===== src/rtl/rv_isa_pkg.sv =====
// rtl/rv_isa_pkg.sv - RV32I opcode constants, immediate format codes and range helper.
package rv_isa_pkg;

    localparam logic [6:0] OP_LOAD   = 7'b0000011;
    localparam logic [6:0] OP_STORE  = 7'b0100011;
    localparam logic [6:0] OP_R      = 7'b0110011;
    localparam logic [6:0] OP_IMM    = 7'b0010011;
    localparam logic [6:0] OP_BRANCH = 7'b1100011;
    localparam logic [6:0] OP_JAL    = 7'b1101111;
    localparam logic [6:0] OP_JALR   = 7'b1100111;
    localparam logic [6:0] OP_LUI    = 7'b0110111;
    localparam logic [6:0] OP_AUIPC  = 7'b0010111;

    // Codes 000-100 line up with the decoder's ImmSrc; R has no immediate.
    typedef enum logic [2:0] {
        FMT_I = 3'b000,
        FMT_S = 3'b001,
        FMT_B = 3'b010,
        FMT_J = 3'b011,
        FMT_U = 3'b100,
        FMT_R = 3'b101
    } fmt_t;

    function automatic logic fitsSigned(input logic [31:0] value, input int unsigned bits);
        logic signed [31:0] upper;
        upper = $signed(value) >>> (bits - 1);
        return (upper == '0) || (upper == '1);
    endfunction

endpackage


===== src/rtl/instr_packer.sv =====
// rtl/instr_packer.sv - combinational RV32I field packer: op/fields -> {fmt, word, bad}.
// Build option IMM_CHECK_EN: out-of-range immediates are flagged bad instead of truncated.
module instr_packer
    import rv_isa_pkg::*;
(
    input  logic [6:0]  op,
    input  logic [4:0]  rd,
    input  logic [4:0]  rs1,
    input  logic [4:0]  rs2,
    input  logic [2:0]  funct3,
    input  logic [6:0]  funct7,
    input  logic [31:0] imm,
    output fmt_t        fmt,
    output logic [31:0] word,
    output logic        bad
);

`ifdef IMM_CHECK_EN
    localparam bit IMM_CHECK = 1'b1;
`else
    localparam bit IMM_CHECK = 1'b0;
`endif

    logic knownOp;
    logic immBad;

    always_comb begin
        fmt     = FMT_R;
        knownOp = 1'b1;
        case (op)
            OP_LOAD, OP_IMM, OP_JALR: fmt = FMT_I;
            OP_STORE:                 fmt = FMT_S;
            OP_R:                     fmt = FMT_R;
            OP_BRANCH:                fmt = FMT_B;
            OP_JAL:                   fmt = FMT_J;
            OP_LUI, OP_AUIPC:         fmt = FMT_U;
            default:                  knownOp = 1'b0;
        endcase
    end

    always_comb begin
        word   = {funct7, rs2, rs1, funct3, rd, op};
        immBad = 1'b0;
        case (fmt)
            FMT_I: begin
                word   = {imm[11:0], rs1, funct3, rd, op};
                immBad = !fitsSigned(imm, 12);
            end
            FMT_S: begin
                word   = {imm[11:5], rs2, rs1, funct3, imm[4:0], op};
                immBad = !fitsSigned(imm, 12);
            end
            FMT_B: begin
                word   = {imm[12], imm[10:5], rs2, rs1, funct3, imm[4:1], imm[11], op};
                immBad = !fitsSigned(imm, 13) || imm[0];
            end
            FMT_J: begin
                word   = {imm[20], imm[10:1], imm[11], imm[19:12], rd, op};
                immBad = !fitsSigned(imm, 21) || imm[0];
            end
            FMT_U: begin
                word   = {imm[31:12], rd, op};
                immBad = |imm[11:0];
            end
            default: ;
        endcase
    end

    assign bad = !knownOp || (IMM_CHECK && immBad);

endmodule


===== src/rtl/instr_encoder_writer.sv =====
// rtl/instr_encoder_writer.sv - accepts RV32I field requests and streams packed words into IMEM.
// Build option IMM_CHECK_EN (see instr_packer) turns immediate range violations into dropped requests.
module instr_encoder_writer
    import rv_isa_pkg::*;
#(
    parameter int AW    = 8,
    parameter int DEPTH = 256
) (
    input  logic          clk,
    input  logic          reset_n,
    input  logic          base_load,
    input  logic [AW-1:0] base_addr,
    input  logic          in_valid,
    output logic          in_ready,
    input  logic [6:0]    in_op,
    input  logic [4:0]    in_rd,
    input  logic [4:0]    in_rs1,
    input  logic [4:0]    in_rs2,
    input  logic [2:0]    in_funct3,
    input  logic [6:0]    in_funct7,
    input  logic [31:0]   in_imm,
    output logic          imem_we,
    input  logic          imem_ready,
    output logic [AW-1:0] imem_addr,
    output logic [31:0]   imem_wdata,
    output logic          full,
    output logic          err,
    output logic [AW:0]   count
);

    localparam logic [AW:0] DEPTH_CNT = (AW+1)'(DEPTH);

    typedef enum logic [1:0] {S_IDLE, S_WRITE, S_FULL} state_t;

    state_t      state;
    logic [31:0] packWord;
    logic        packBad;
    // Format is informational here; word and bad already reflect it.
    fmt_t        unusedFmt;

    instr_packer u_packer (
        .op     (in_op),
        .rd     (in_rd),
        .rs1    (in_rs1),
        .rs2    (in_rs2),
        .funct3 (in_funct3),
        .funct7 (in_funct7),
        .imm    (in_imm),
        .fmt    (unusedFmt),
        .word   (packWord),
        .bad    (packBad)
    );

    // imem_addr doubles as the write pointer.
    always_ff @(posedge clk or negedge reset_n) begin
        if (!reset_n) begin
            state      <= S_IDLE;
            in_ready   <= 1'b0;
            imem_we    <= 1'b0;
            imem_addr  <= '0;
            imem_wdata <= '0;
            full       <= 1'b0;
            err        <= 1'b0;
            count      <= '0;
        end else begin
            case (state)
                S_IDLE: begin
                    in_ready <= 1'b1;
                    if (base_load) begin
                        imem_addr <= base_addr;
                        count     <= '0;
                    end
                    if (in_valid && in_ready) begin
                        if (packBad) begin
                            err <= 1'b1;
                        end else begin
                            state      <= S_WRITE;
                            in_ready   <= 1'b0;
                            imem_we    <= 1'b1;
                            imem_wdata <= packWord;
                        end
                    end
                end
                S_WRITE: begin
                    if (imem_ready) begin
                        imem_we   <= 1'b0;
                        imem_addr <= imem_addr + 1'b1;
                        count     <= count + 1'b1;
                        if (count + 1'b1 == DEPTH_CNT) begin
                            state <= S_FULL;
                            full  <= 1'b1;
                        end else begin
                            state    <= S_IDLE;
                            in_ready <= 1'b1;
                        end
                    end
                end
                S_FULL: begin
                    if (base_load) begin
                        state     <= S_IDLE;
                        full      <= 1'b0;
                        in_ready  <= 1'b1;
                        imem_addr <= base_addr;
                        count     <= '0;
                    end
                end
                default: state <= S_IDLE;
            endcase
        end
    end

endmodule


===== config.mk =====
export PLATFORM = sky130hd
export DESIGN_NAME = instr_encoder_writer
export DESIGN_NICKNAME = d
export VERILOG_FILES = /design/src/rtl/rv_isa_pkg.sv /design/src/rtl/instr_packer.sv /design/src/rtl/instr_encoder_writer.sv
export SDC_FILE = /design/constraint.sdc
export NUM_CORES = 1
export LEC_CHECK = 0
export ABC_CLOCK_PERIOD_IN_PS = 1900
export BUFFER_PORTS_ARGS = -buffer_cell sky130_fd_sc_hd__clkbuf_2
export CAP_MARGIN = 15
export CORE_MARGIN = 4
export CORE_UTILIZATION = 35
export CTS_CLUSTER_DIAMETER = 50
export DETAILED_ROUTE_END_ITERATION = 8
export PLACE_DENSITY = 0.63
export SLEW_MARGIN = 10
export SYNTH_ARGS = -nofsm -noshare
export SYNTH_HDL_FRONTEND = slang
export SYNTH_SLANG_ARGS = --single-unit

===== constraint.sdc =====
create_clock -name clk -period 1.9 [get_ports clk]
set_clock_uncertainty 0.05 [all_clocks]
set_input_delay 0.095 -clock clk [delete_from_list [all_inputs] [get_ports clk]]
set_output_delay 0.095 -clock clk [all_outputs]
set_load 0.01 [all_outputs]

Yosys cells after proc, flatten, opt, wreduce, memory -nomap -nowiden. Index checks and enable logic that the tools add are counted.

Register bits after elaboration: 55. Bits in latches: 0. RAM bits: 0. ROM bits: 0. Bits of input ports: 77. Output and inout port bits: 53. Word-level logic and storage cells: 81. Memories: 0.

Add/sub/neg operators: 2. Multiply operators: 0. Div/mod/pow operators: 0. $lt $le $gt $ge: 0. Equal/unequal tests: 23. Shift operators: 0. Multiplexer cells: 29. Bitwise gates (word level): 1. Reduce and logical (&&, ||, !) cells: 18.

Operators with widths (count): 32-bit one-hot mux with 5 select lines (1); 7-bit by 6-bit equality test with 1-bit output (second input constant) (3); 7-bit equality test (second input constant) (3); 9-bit two-way mux (2); 9-bit one-hot mux with 2 select lines (1); 8-bit two-way mux (2); 8-bit one-hot mux with 2 select lines (1); 4-bit AND reduction (4); 3-bit one-hot mux with 5 select lines (1); 7-bit by 5-bit equality test with 1-bit output (second input constant) (2); 1-bit two-way mux (12); 2-bit two-way mux (5); 2-bit inequality test (second input constant) (5); 9-bit by 1-bit adder with 9-bit output (second input constant) (1); 9-bit equality test (second input constant) (1); 3-bit AND reduction (3); 9-bit OR reduction (1); 8-bit by 1-bit adder with 8-bit output (second input constant) (1); 7-bit by 2-bit equality test with 1-bit output (second input constant) (1); 3-bit by 2-bit equality test with 1-bit output (second input constant) (2); 2-bit one-hot mux with 3 select lines (1); 2-bit nonzero test (3); 2-bit by 1-bit inequality test with 1-bit output (second input constant) (2); 1-bit one-hot mux with 2 select lines (2); 12 further kinds (13).

Depth between registers and ports, before layout.
Depth in word-level cells: 6. Depth in mapped cells: 9.

Modules after synthesis. From an unflattened synthesis, not the netlist that was laid out.

Cell total of the unflattened synthesis: 314. Area, all modules: 3231.8 um2.

Modules (own cells, without submodules): instr_encoder_writer (times used 1, cells an instance 222, area each 2507.4 um2, sequential area each 1376.3 um2); instr_packer (times used 1, cells an instance 92, area each 724.4 um2, sequential area each 0.0 um2).

Worst setup path after synthesis. Ideal clock, no wire load.

Kind: reg-to-reg. Start: reg count[0]. End: reg full. Arrival: 1.796 ns. Data required time: 1.730 ns. Slack: -0.067 ns. Stages on the path, launching flop included: 8. Buffers on the path: 1. Cell sequence: dfrtp_1 ha_1 and4_1 clkbuf_1 mux2i_1 a2bb2oi_1 or3_1 o211a_1.

Cells in the longest elaborated chain, start to end: 4.

RTL lines: from (decl) (line instr_encoder_writer.sv:28) `output logic [AW:0] count`; from (signal assigned) (line instr_encoder_writer.sv:88) `count <= count + 1'b1;`; 9-bit by 1-bit adder with 9-bit output (line instr_encoder_writer.sv:89) `if (count + 1'b1 == DEPTH_CNT) begin`; 9-bit equality test (line instr_encoder_writer.sv:89); 2-bit inequality test (no source line); 4-bit AND reduction (no source line); to (signal assigned) (line instr_encoder_writer.sv:62) `full <= 1'b0;`; to (signal assigned) (line instr_encoder_writer.sv:91) `full <= 1'b1;`; to (signal assigned) (line instr_encoder_writer.sv:101) `full <= 1'b0;`; to (decl) (line instr_encoder_writer.sv:26) `output logic full,`.

No other way between the ends. A chain may end at the register's enable or synchronous reset.

Worst setup path after layout.
Start: reg count[6]. End: reg full.

The elaborated chain is that of the path after synthesis.

==> results.md <==
- Die X: 102 µm
- Num CTS Buffers: 5
- CP peak stage delay: 500 ps
- Most common cell after layout, fill and taps aside: clkbuf_2
- YS warnings: 0
- # IOs: 130
- FF+latch count, synth: 55
- Outcome: finished clean
- CP arrival: 1980 ps
- Ant diodes: 0
- Post-synthesis instance area: 3090 µm²
- Starting Density: 36.8%
- EDFF count, synth: 0
- Synth-to-layout area growth: 43.2%
- Via count: 3245
- Crit path max fanout: 4
- Remaining Overflow, GRT: 0
- Dpl cells: 590
- Bufs and invs on worst path: 0
- Critical path's top delay family: simple AND/OR/NAND/NOR gates
- Main flop type after synthesis: dfrtp_1
- Gr usage total: 17.5%
- Hold WC Path Type: in -> reg
- Post-Syn Nets: 438
- Syn avg cell area: 8.72 µm²
- FILL cells: 790
- Slew @ Worst Pin: 519 ps
- Worst Setup Path Type: reg -> reg
- Clock buffer depth: 2
- Required time of the critical path: 2040 ps
- Async set-or-reset flop fraction in the synthesized netlist: 100%
- H-tree depth: 2
- Worst relative slew slack: 65.4%
- Placed inst area: 4000 µm²
- Core area: 8380 µm²
- Pleak: 0.00215 µW
- Post-layout nets: 601
- Total power: 4410 µW
- Simple-gate share of the synthesized area: 23.9%
- Register area: 1380 µm²
- Total negative setup slack: 0 ps
- Achievable frequency: 546 MHz
- Synth Area in Adders: 2.84%
- Commonest cells after routing, fill and taps aside: 128 x clkbuf_2, 57 x nand2_1, 52 x dfrtp_1, 37 x nor2_1, 30 x o21ai_0
- Vias in the first global route: 3254
- Root Driver: clkbuf_8
- Pwr Density: 998 nW/µm²
- Site Rows: 33
- Post-route DRC: 0
- Compound-cell area share of the yosys netlist: 21.6%
- Worst-Skew Late Latency: 300 ps
- Post-layout util: 52.7%
- Final HPWL DP: 6.56 mm
- Vias per cell: 5.22
- Max cap viols: 0
- Initial antenna violation count: 0
- Post-synthesis sequential area ratio: 44.6%
- Synth cell types: 53
- Synthesized-area fraction occupied by xor and xnor cells: 0%
- Port Buf Inserts: 129
- Multiplexer share of the synthesized area: 3.28%
- Critical Path Slowest Stage Cell: or3b_2
- Multi-input gate area: 1640 µm²
- Startpoint Class: flop
- CTS sink cnt: 55
- Share of cells above drive strength 1: 34.2%
- DRT Wirelength: 8.99 mm
- Pin count of the biggest net entering global routing: 39
- DR iter-0 viols: 149
- CTS tree: yes
- Final instance area: 4420 µm²
- DR pass1 iterations: 7
- Final Max Slew Viols: 0
- Crit path capture type: flop
- Wire per inst: 14.5 µm
- Total Die Area: 10400 µm²
- First-pass GRT wire length: 14.8 mm
- Crit path cell chain: or3b_2, nand2b_1, a2bb2oi_2, or3_1, o211a_1
- Worst-path clk slew: 100 ps
- Largest family of logic cells by synthesized area: simple AND/OR/NAND/NOR gates
- RD Place Congestion: 0.846
- Crit share post-route: 96.4%
- Setup violators final: 0
- Post CTS Setup Buffer Count: 0
- Fin crit period: 1830 ps
- Die Y: 102 µm
- Fin. Hold Viols: 0
- Non-filler cells, final: 622
- Final ANT Viol Nets: 0
- Synth Instances: 354
- VDD IR max: 0.582 mV
-- per-layer routing --
metal  part of all wire (%)  GRT usage, %  wire [µm]  vias to the layer above
li1                       -             -          -                     1594
met1                     42          20.8       3770                     1504
met2                     48          31.2       4360                      136
met3                    8.3          4.51        742                       11
met4                    1.3          5.25        118                        0
met5                      0             0          0                        -
-- area by class of cell --
type	instances	area share (%)
clock buffer	6	1.64
clock inverter	1	0.680
inverter	9	0.764
multi-input combinational	271	37.2
sequential	55	31.2
tap	105	2.97
timing repair buffer	175	25.5
-- metrics by stage --
stage	setup WS [ps]	hold WS, ps
5_1_grt	-16.0	12.9
3_3_place_gp	97.0	38.4
3_5_place_dp	41.8	41.0
2_1_floorplan	20.0	-251
4_1_cts	20.8	1.19
6_report	69.1	5.09
-- Yosys cell counts, drive strengths merged, types with 2 or more instances --
| master | instances | share of area, % |
|---|---|---|
| a21oi | 15 | 2.4 |
| a222oi | 5 | 1.6 |
| a22oi | 7 | 1.7 |
| a31oi | 15 | 3.0 |
| a32oi | 2 | 0.57 |
| and2 | 5 | 1.0 |
| and4 | 2 | 0.57 |
| buf | 9 | 1.5 |
| clkbuf | 10 | 1.2 |
| dfrtp | 55 | 45 |
| ha | 7 | 2.8 |
| inv | 9 | 1.1 |
| mux2i | 9 | 2.9 |
| nand2 | 57 | 6.9 |
| nand2b | 7 | 1.4 |
| nand3 | 16 | 2.6 |
| nand3b | 5 | 1.6 |
| nor2 | 38 | 4.6 |
| nor2b | 5 | 1.0 |
| nor3 | 6 | 0.97 |
| nor3b | 2 | 0.49 |
| o211ai | 2 | 0.49 |
| o21a | 2 | 0.49 |
| o21ai | 34 | 5.5 |
| o22a | 5 | 1.4 |
| o31ai | 3 | 0.73 |
| or4 | 2 | 0.61 |
-- kinds of logic (layout without fill, tap and decap cells) --
family	after synthesis	count (layout)
AND/OR/NAND/NOR	153	153
AO/OA/AOI/OAI	101	101
flip-flops	55	55
buffers and inverters	28	191
multiplexers	10	10
adder cells (fa/ha/maj)	7	7
-- registers in the layout (all words and copies together) (netlist names) --
name,count
imem_we,1
full,1
err,1
imem_addr,8
state,2
count,9
imem_wdata,32
in_ready,1
-- worst min-delay path: stages --
cell,delay (ps)
clkbuf_2,100
nand3_1,60
a31oi_1,80
-- timing repair --
action	4_1_cts	5_1_grt
gates resized for setup	1	17
setup endpoints to repair	1	24
pin swaps	0	3
endpoints found under the hold margin	35	0
hold buffers	26	0
-- where the power goes --
| group | total, µW | switching [µW] | leakage, µW | internal (µW) |
|---|---|---|---|---|
| logic | 1750 | 940 | 0.00144 | 810 |
| registers | 1890 | 311 | 0.000658 | 1580 |
| clock network | 767 | 379 | 0.0000513 | 388 |
-- final timing paths --
check                         startpoint             end  slack [ps]  cells past startpoint
setup / recovery                count[6]            full          70                      5
hold / removal                in_imm[12]  imem_wdata[12]           5                      3
setup reg to reg                count[6]            full          70                      5
hold reg to reg            imem_wdata[0]   imem_wdata[0]         430                      1
max in group asynchronous        reset_n        state[1]         980                      3
min in group asynchronous        reset_n        count[2]         240                      2
No activity file was read; power rests on OpenSTA's default activity.
